### config.mk
export PLATFORM = sky130hd
export DESIGN_NAME = life_gen_scheduler
export DESIGN_NICKNAME = d
export VERILOG_FILES = /design/src/rtl/life_gen_scheduler.sv
export SDC_FILE = /design/constraint.sdc
export NUM_CORES = 1
export LEC_CHECK = 0
export BUFFER_PORTS_ARGS = -buffer_cell sky130_fd_sc_hd__buf_4
export CORE_UTILIZATION = 50
export DETAILED_ROUTE_END_ITERATION = 7
export PLACE_DENSITY = 0.78
export REMOVE_ABC_BUFFERS = 1
export SYNTH_ARGS = -nofsm -noshare
export SYNTH_HDL_FRONTEND = slang
export SYNTH_SLANG_ARGS = --single-unit
### constraint.sdc
create_clock -name clk -period 2.1 [get_ports clk]
set_input_delay 0.42 -clock clk [delete_from_list [all_inputs] [get_ports clk]]
set_output_delay 0.42 -clock clk [all_outputs]
set_load 0.01 [all_outputs]
### src/rtl/life_gen_scheduler.sv
// life_gen_scheduler
// Paces Game of Life generations against VGA frame timing. Counts frames
// from vertical sync, starts the next-generation engine, swaps the
// front/back cell banks only while vSync is high (tear-free), and runs a
// zero-fill sweep over both banks on request.
//
// Ports:
//   clk, rst_n   : system clock, asynchronous active-low reset
//   vSync        : vertical sync from the display controller (asynchronous)
//   run_sw       : 1 = free-run, 0 = paused
//   step_btn     : single-step request, honoured only while paused in IDLE
//   clear_btn    : clear-grid request
//   speed        : generation period select, period = BASE_FRAMES << speed
//   eng_done     : engine finished writing the back bank (1-cycle pulse)
//   eng_start    : 1-cycle pulse, engine reads front_sel, writes ~front_sel
//   front_sel    : bank shown by the display
//   clr_we       : write zero to both banks at clr_addr
//   clr_addr     : clear sweep address
//   gen_count    : generations completed since the last clear/reset
//   state        : IDLE=0, START=1, BUSY=2, WAIT_VS=3, CLEAR=4
module life_gen_scheduler #(
    parameter int ADDR_W      = 10,
    parameter int GEN_W       = 16,
    parameter int BASE_FRAMES = 8
) (
    input  logic              clk,
    input  logic              rst_n,
    input  logic              vSync,
    input  logic              run_sw,
    input  logic              step_btn,
    input  logic              clear_btn,
    input  logic [1:0]        speed,
    input  logic              eng_done,
    output logic              eng_start,
    output logic              front_sel,
    output logic              clr_we,
    output logic [ADDR_W-1:0] clr_addr,
    output logic [GEN_W-1:0]  gen_count,
    output logic [2:0]        state
);

    // Frame counter must hold BASE_FRAMES*8-1 (slowest speed).
    localparam int FRM_W = $clog2(BASE_FRAMES * 8);
    localparam logic [FRM_W:0] BASE_V = (FRM_W + 1)'(BASE_FRAMES);

    typedef enum logic [2:0] {
        ST_IDLE    = 3'd0,
        ST_START   = 3'd1,
        ST_BUSY    = 3'd2,
        ST_WAIT_VS = 3'd3,
        ST_CLEAR   = 3'd4
    } state_t;

    state_t              state_r;
    state_t              state_next_s;
    logic [2:0]          sync1_r;
    logic [2:0]          sync2_r;
    logic [2:0]          hist_r;
    logic [2:0]          rise_s;
    logic                vs_rise_s;
    logic                step_rise_s;
    logic                clear_rise_s;
    logic                clear_pend_r;
    logic [FRM_W-1:0]    frm_cnt_r;
    logic [FRM_W:0]      period_s;
    logic [FRM_W:0]      period_m1_s;
    logic                frm_done_s;
    logic                clr_last_s;
    logic                swap_s;
    logic                eng_start_r;
    logic                front_sel_r;
    logic                clr_we_r;
    logic [ADDR_W-1:0]   clr_addr_r;
    logic [GEN_W-1:0]    gen_count_r;

    // Bit 0 = vSync, bit 1 = step_btn, bit 2 = clear_btn.
    assign rise_s       = sync2_r & ~hist_r;
    assign vs_rise_s    = rise_s[0];
    assign step_rise_s  = rise_s[1];
    assign clear_rise_s = rise_s[2];

    // ">=" rather than "==" so a speed decrease takes effect at the next frame.
    assign period_s    = BASE_V << speed;
    assign period_m1_s = period_s - 1'b1;
    assign frm_done_s  = ({1'b0, frm_cnt_r} >= period_m1_s);
    assign clr_last_s  = (clr_addr_r == {ADDR_W{1'b1}});
    assign swap_s      = (state_r == ST_WAIT_VS) && vs_rise_s;

    // Two-flop synchronizers plus history flop for edge detection.
    always_ff @(posedge clk or negedge rst_n) begin
        if (!rst_n) begin
            sync1_r <= 3'b000;
            sync2_r <= 3'b000;
            hist_r  <= 3'b000;
        end else begin
            sync1_r <= {clear_btn, step_btn, vSync};
            sync2_r <= sync1_r;
            hist_r  <= sync2_r;
        end
    end

    // Next-state logic; a pending clear outranks stepping and free-run.
    always_comb begin
        state_next_s = state_r;
        case (state_r)
            ST_IDLE: begin
                if (clear_pend_r || clear_rise_s) begin
                    state_next_s = ST_CLEAR;
                end else if (!run_sw && step_rise_s) begin
                    state_next_s = ST_START;
                end else if (run_sw && vs_rise_s && frm_done_s) begin
                    state_next_s = ST_START;
                end else begin
                    state_next_s = ST_IDLE;
                end
            end
            ST_START: state_next_s = ST_BUSY;
            ST_BUSY: begin
                if (eng_done) begin
                    state_next_s = ST_WAIT_VS;
                end else begin
                    state_next_s = ST_BUSY;
                end
            end
            ST_WAIT_VS: begin
                if (vs_rise_s) begin
                    state_next_s = ST_IDLE;
                end else begin
                    state_next_s = ST_WAIT_VS;
                end
            end
            ST_CLEAR: begin
                if (clr_last_s) begin
                    state_next_s = ST_IDLE;
                end else begin
                    state_next_s = ST_CLEAR;
                end
            end
            default: state_next_s = ST_IDLE;
        endcase
    end

    // State register and registered outputs decoded from the next state.
    always_ff @(posedge clk or negedge rst_n) begin
        if (!rst_n) begin
            state_r     <= ST_IDLE;
            eng_start_r <= 1'b0;
            clr_we_r    <= 1'b0;
        end else begin
            state_r     <= state_next_s;
            eng_start_r <= (state_next_s == ST_START);
            clr_we_r    <= (state_next_s == ST_CLEAR);
        end
    end

    // Clear request latch: a request during CLEAR schedules another sweep.
    always_ff @(posedge clk or negedge rst_n) begin
        if (!rst_n) begin
            clear_pend_r <= 1'b0;
        end else if ((state_next_s == ST_CLEAR) && (state_r != ST_CLEAR)) begin
            clear_pend_r <= 1'b0;
        end else if (clear_rise_s) begin
            clear_pend_r <= 1'b1;
        end
    end

    // Frame counter: advances only in IDLE while free-running.
    always_ff @(posedge clk or negedge rst_n) begin
        if (!rst_n) begin
            frm_cnt_r <= '0;
        end else begin
            case (state_r)
                ST_IDLE: begin
                    if (!run_sw) begin
                        frm_cnt_r <= '0;
                    end else if (vs_rise_s) begin
                        frm_cnt_r <= frm_done_s ? '0 : frm_cnt_r + 1'b1;
                    end
                end
                ST_WAIT_VS: if (vs_rise_s) frm_cnt_r <= '0;
                ST_CLEAR:   if (clr_last_s) frm_cnt_r <= '0;
                default:    frm_cnt_r <= frm_cnt_r;
            endcase
        end
    end

    // Bank swap, generation count and clear sweep address.
    always_ff @(posedge clk or negedge rst_n) begin
        if (!rst_n) begin
            front_sel_r <= 1'b0;
            gen_count_r <= '0;
            clr_addr_r  <= '0;
        end else begin
            if (swap_s) begin
                front_sel_r <= ~front_sel_r;
                gen_count_r <= gen_count_r + 1'b1;
            end else if ((state_r == ST_CLEAR) && clr_last_s) begin
                gen_count_r <= '0;
            end
            if (state_r == ST_CLEAR) begin
                clr_addr_r <= clr_last_s ? '0 : clr_addr_r + 1'b1;
            end else begin
                clr_addr_r <= '0;
            end
        end
    end

    assign eng_start = eng_start_r;
    assign front_sel = front_sel_r;
    assign clr_we    = clr_we_r;
    assign clr_addr  = clr_addr_r;
    assign gen_count = gen_count_r;
    assign state     = state_r;

endmodule

==> results.toml <==
[synthesis]
synth_cells = 228
synth_warnings = 0
syn_area_um2 = 2310
yosysTopAreaCellShare = 0.5200
yosysTopAreaCell = "dfrtp_1"
avgSynthCellArea_um2 = 10.13
synth_area_leaders = "dfrtp_1 52%, nor2_1 4.4%, o21ai_1 3.5%"
seq_area_frac_synth = 0.5200
synth_seq_cells = 48
ys_types = 45

[die]
die_width_um = 69.97
fp.dieH_um = 69.97
io_pins = 41
dieArea_um2 = 4895
coreArea_um2 = 4384
num_rows = 24
start_util = 0.5268

[finish]
nFillCells = 365
num-nets-final = 288
antenna_cells = 0
stdcell_count = 326
drive_above_1_share = 0.2409
syn_to_final_growth_pct = 19.39
final_cell_area_um2 = 2758

[power]
switching_share = 0.3130
worst_ir_drop_vdd_mv = 0.6014
total_power_uw = 2214
pwr-share-clk = 0.259
p_int_uw = 1521
comb_power_share = 0.232
pwr-share-seq = 0.509
p_leak_uw = 0.001311
p_sw_uw = 693.2
power_density_nw_per_um2 = 803.0

[timing]
slew_headroom = 0.5968
hold_viol_final = 0
worst_slack_ns = 0.2181
fmax_mhz = 531.4
worstMarginPinSlew_ns = 0.6048
worst_clock_skew_ns = 0.01041
finalSetupViolCount = 0
setup_tns_ns = 0
rsz0062_at_grt = "false"
fin_crit_sh = 0.8962
slew_viol_final = 0
fin_crit_ns = 1.882

[setup_path]
r2r_slack_ns = 0.22
path_class = "flop to flop"
cp_data_arrival_time_ns = 2.12
required_ns = 2.34
start_kind = "flop"
end_kind = "flop"
path_max_fanout = 11

[clock_tree]
cts_sinks = 48
cts_max_level = 2
root_buffer = "clkbuf_8"
hold_buffers = 0
cts_buffers = 5
clock_path_buffers = 2
cts_setup_buffers = 0
cts_tree = "yes"
clk_pin_slew_ns = 0.09
insertion_delay_ns = 0.30
cts.repair.resized = 0

[grt]
grt_max_degree = 49
grt_pass1_wl_um = 8293
antenna_found_initial = 0
global_route.overflow_total = 0
grt_pass1_vias = 1808
grt_usage = 0.2125

[detailed_routing]
wire_per_inst_um = 14.50
avgViaCountPerCell = 5.715
final_antenna_net_count = 0
vias = 1863
dr.pass1.iters = 4
first_iter_violations = 134
drc = 0
wirelength_um = 4728

[placed_design]
hpwlAfterDp_um = 3346
place_inst = 318
pre_cts_slack_ns = 0.2297
gp_congestion = 0.8141
placed_cell_area_um2 = 2664
port_buffers = 40

[job]
max_cap_violations = 0

[outcome]
status = "finished, final reports clean"

[min_path]
hold_class = "input port to asynchronous set/reset pin"
==> area by class of cell <==
class                           instances  area (µm²)  share of cell area
Tap cell                               52       65.06             0.02359
Clock inverter                          1       7.507            0.002722
Sequential cell                        48        1201              0.4356
Timing Repair Buffer                   45       337.8              0.1225
Inverter                                8       30.03             0.01089
Multi-Input combinational cell        165        1030              0.3734
Clock buffer                            7       86.33             0.03131
==> stage by stage <==
| stage | hold WS, ns | utilization |
|---|---|---|
| after floorplan | 0.1244 | - |
| after global placement | 0.3320 | 0.6076 |
| after detailed placement | 0.3371 | 0.6076 |
| after CTS | 0.1374 | 0.6290 |
| after global routing | 0.1698 | 0.6290 |
| final | 0.1148 | 0.6290 |
==> power by group through the flow <==
stage | sequential [µW] | combinational [µW] | clock, µW
after global routing | 1140 | 573 | 620
after CTS | 1130 | 520 | 590
after floorplan | 1160 | 288 | 0
after global placement | 1140 | 504 | 0
after detailed placement | 1140 | 522 | 0
final | 1130 | 514 | 574
==> cells in the final DEF (no fill, tap or decap), types with 2 or more instances in the layout <==
| cell type | n |
|---|---|
| xor2_1 | 6 |
| ha_1 | 6 |
| o21ai_1 | 16 |
| dfrtp_1 | 48 |
| nor2b_1 | 2 |
| nor2_1 | 27 |
| buf_4 | 45 |
| o22ai_2 | 2 |
| inv_1 | 8 |
| o41ai_1 | 2 |
| o211ai_1 | 3 |
| nor3_1 | 4 |
| o21ai_2 | 3 |
| o21ai_0 | 7 |
| and3_1 | 8 |
| nand4_1 | 5 |
| and4_4 | 2 |
| nand3_1 | 15 |
| o31ai_1 | 2 |
| xnor2_1 | 3 |
| clkbuf_8 | 6 |
| nand2b_1 | 4 |
| nand2_1 | 17 |
| a21oi_1 | 12 |
==> registers in the layout, summed over array words and instances (netlist names) <==
name          count
clear_pend_r      1
clr_addr         10
clr_we            1
eng_start         1
frm_cnt_r         6
front_sel         1
gen_count        16
hist_r            3
state             3
sync1_r           3
sync2_r           3
==> critical path: stages (launching register included) <==
cell and delay (ns):
dfrtp_1 0.41, ha_1 0.24, and4_4 0.27, a31o_4 0.24
nand3_4 0.12, or3_4 0.40, o21ai_2 0.14
==> worst paths after layout <==
check,from,endpoint,cells after the start
hold / removal,rst_n,clr_addr[4]$_DFF_PN0_,1
min in group clk,clear_btn,sync1_r[2]$_DFF_PN0_,1
setup / recovery,clr_addr[0]$_DFF_PN0_,frm_cnt_r[3]$_DFFE_PN0P_,6
setup reg to reg,clr_addr[0]$_DFF_PN0_,frm_cnt_r[3]$_DFFE_PN0P_,6
max in group asynchronous,rst_n,gen_count[1]$_DFFE_PN0P_,1
hold reg to reg,sync1_r[1]$_DFF_PN0_,sync2_r[1]$_DFF_PN0_,0
==> kinds of logic (layout without fill, tap and decap cells) <==
kind of cell	after synthesis	count (layout)	synth area share
AND/OR/NAND/NOR	96	96	0.2232
AO/OA/AOI/OAI	53	53	0.1517
flip-flops	48	48	0.5200
buffers and inverters	15	61	0.03413
XOR/XNOR	9	9	0.03413
adder cells (fa/ha/maj)	6	6	0.03250
multiplexers	1	1	0.004334
==> routing by layer <==
layer	vias to the layer above	GRT usage	share of wire
li1	905	-	-
met1	909	0.2882	0.46
met2	43	0.3365	0.48
met3	6	0.03896	0.044
met4	0	0.08889	0.013
met5	-	0	0
==> synth_stat cells <==
library cell / n
nor2b_1: 2
o21ai_0: 7
inv_1: 8
nand2b_1: 4
dfrtp_1: 48
nand4b_1: 1
nor4_2: 1
a21oi_1: 12
and4_4: 2
and4_1: 1
o21bai_1: 1
nand3_1: 15
buf_6: 2
ha_1: 6
a31o_4: 1
nand4_1: 5
o21ai_1: 16
o211ai_1: 3
a22oi_1: 1
buf_2: 3
or3b_1: 1
o21ai_2: 3
nand2_1: 17
nor3b_1: 1
xnor2_1: 3
mux2i_1: 1
o41ai_1: 2
a31o_2: 1
xor2_1: 6
and3_1: 8
buf_4: 1
nand4_2: 1
or3_4: 1
o31ai_1: 2
nand3b_1: 1
o22ai_2: 2
a31oi_1: 1
o31ai_4: 1
clkbuf_1: 1
and2_1: 1
nor2_1: 27
or2_1: 1
or3_1: 1
nand3_4: 1
nor3_1: 4
Power figures use the tool's default switching activity.
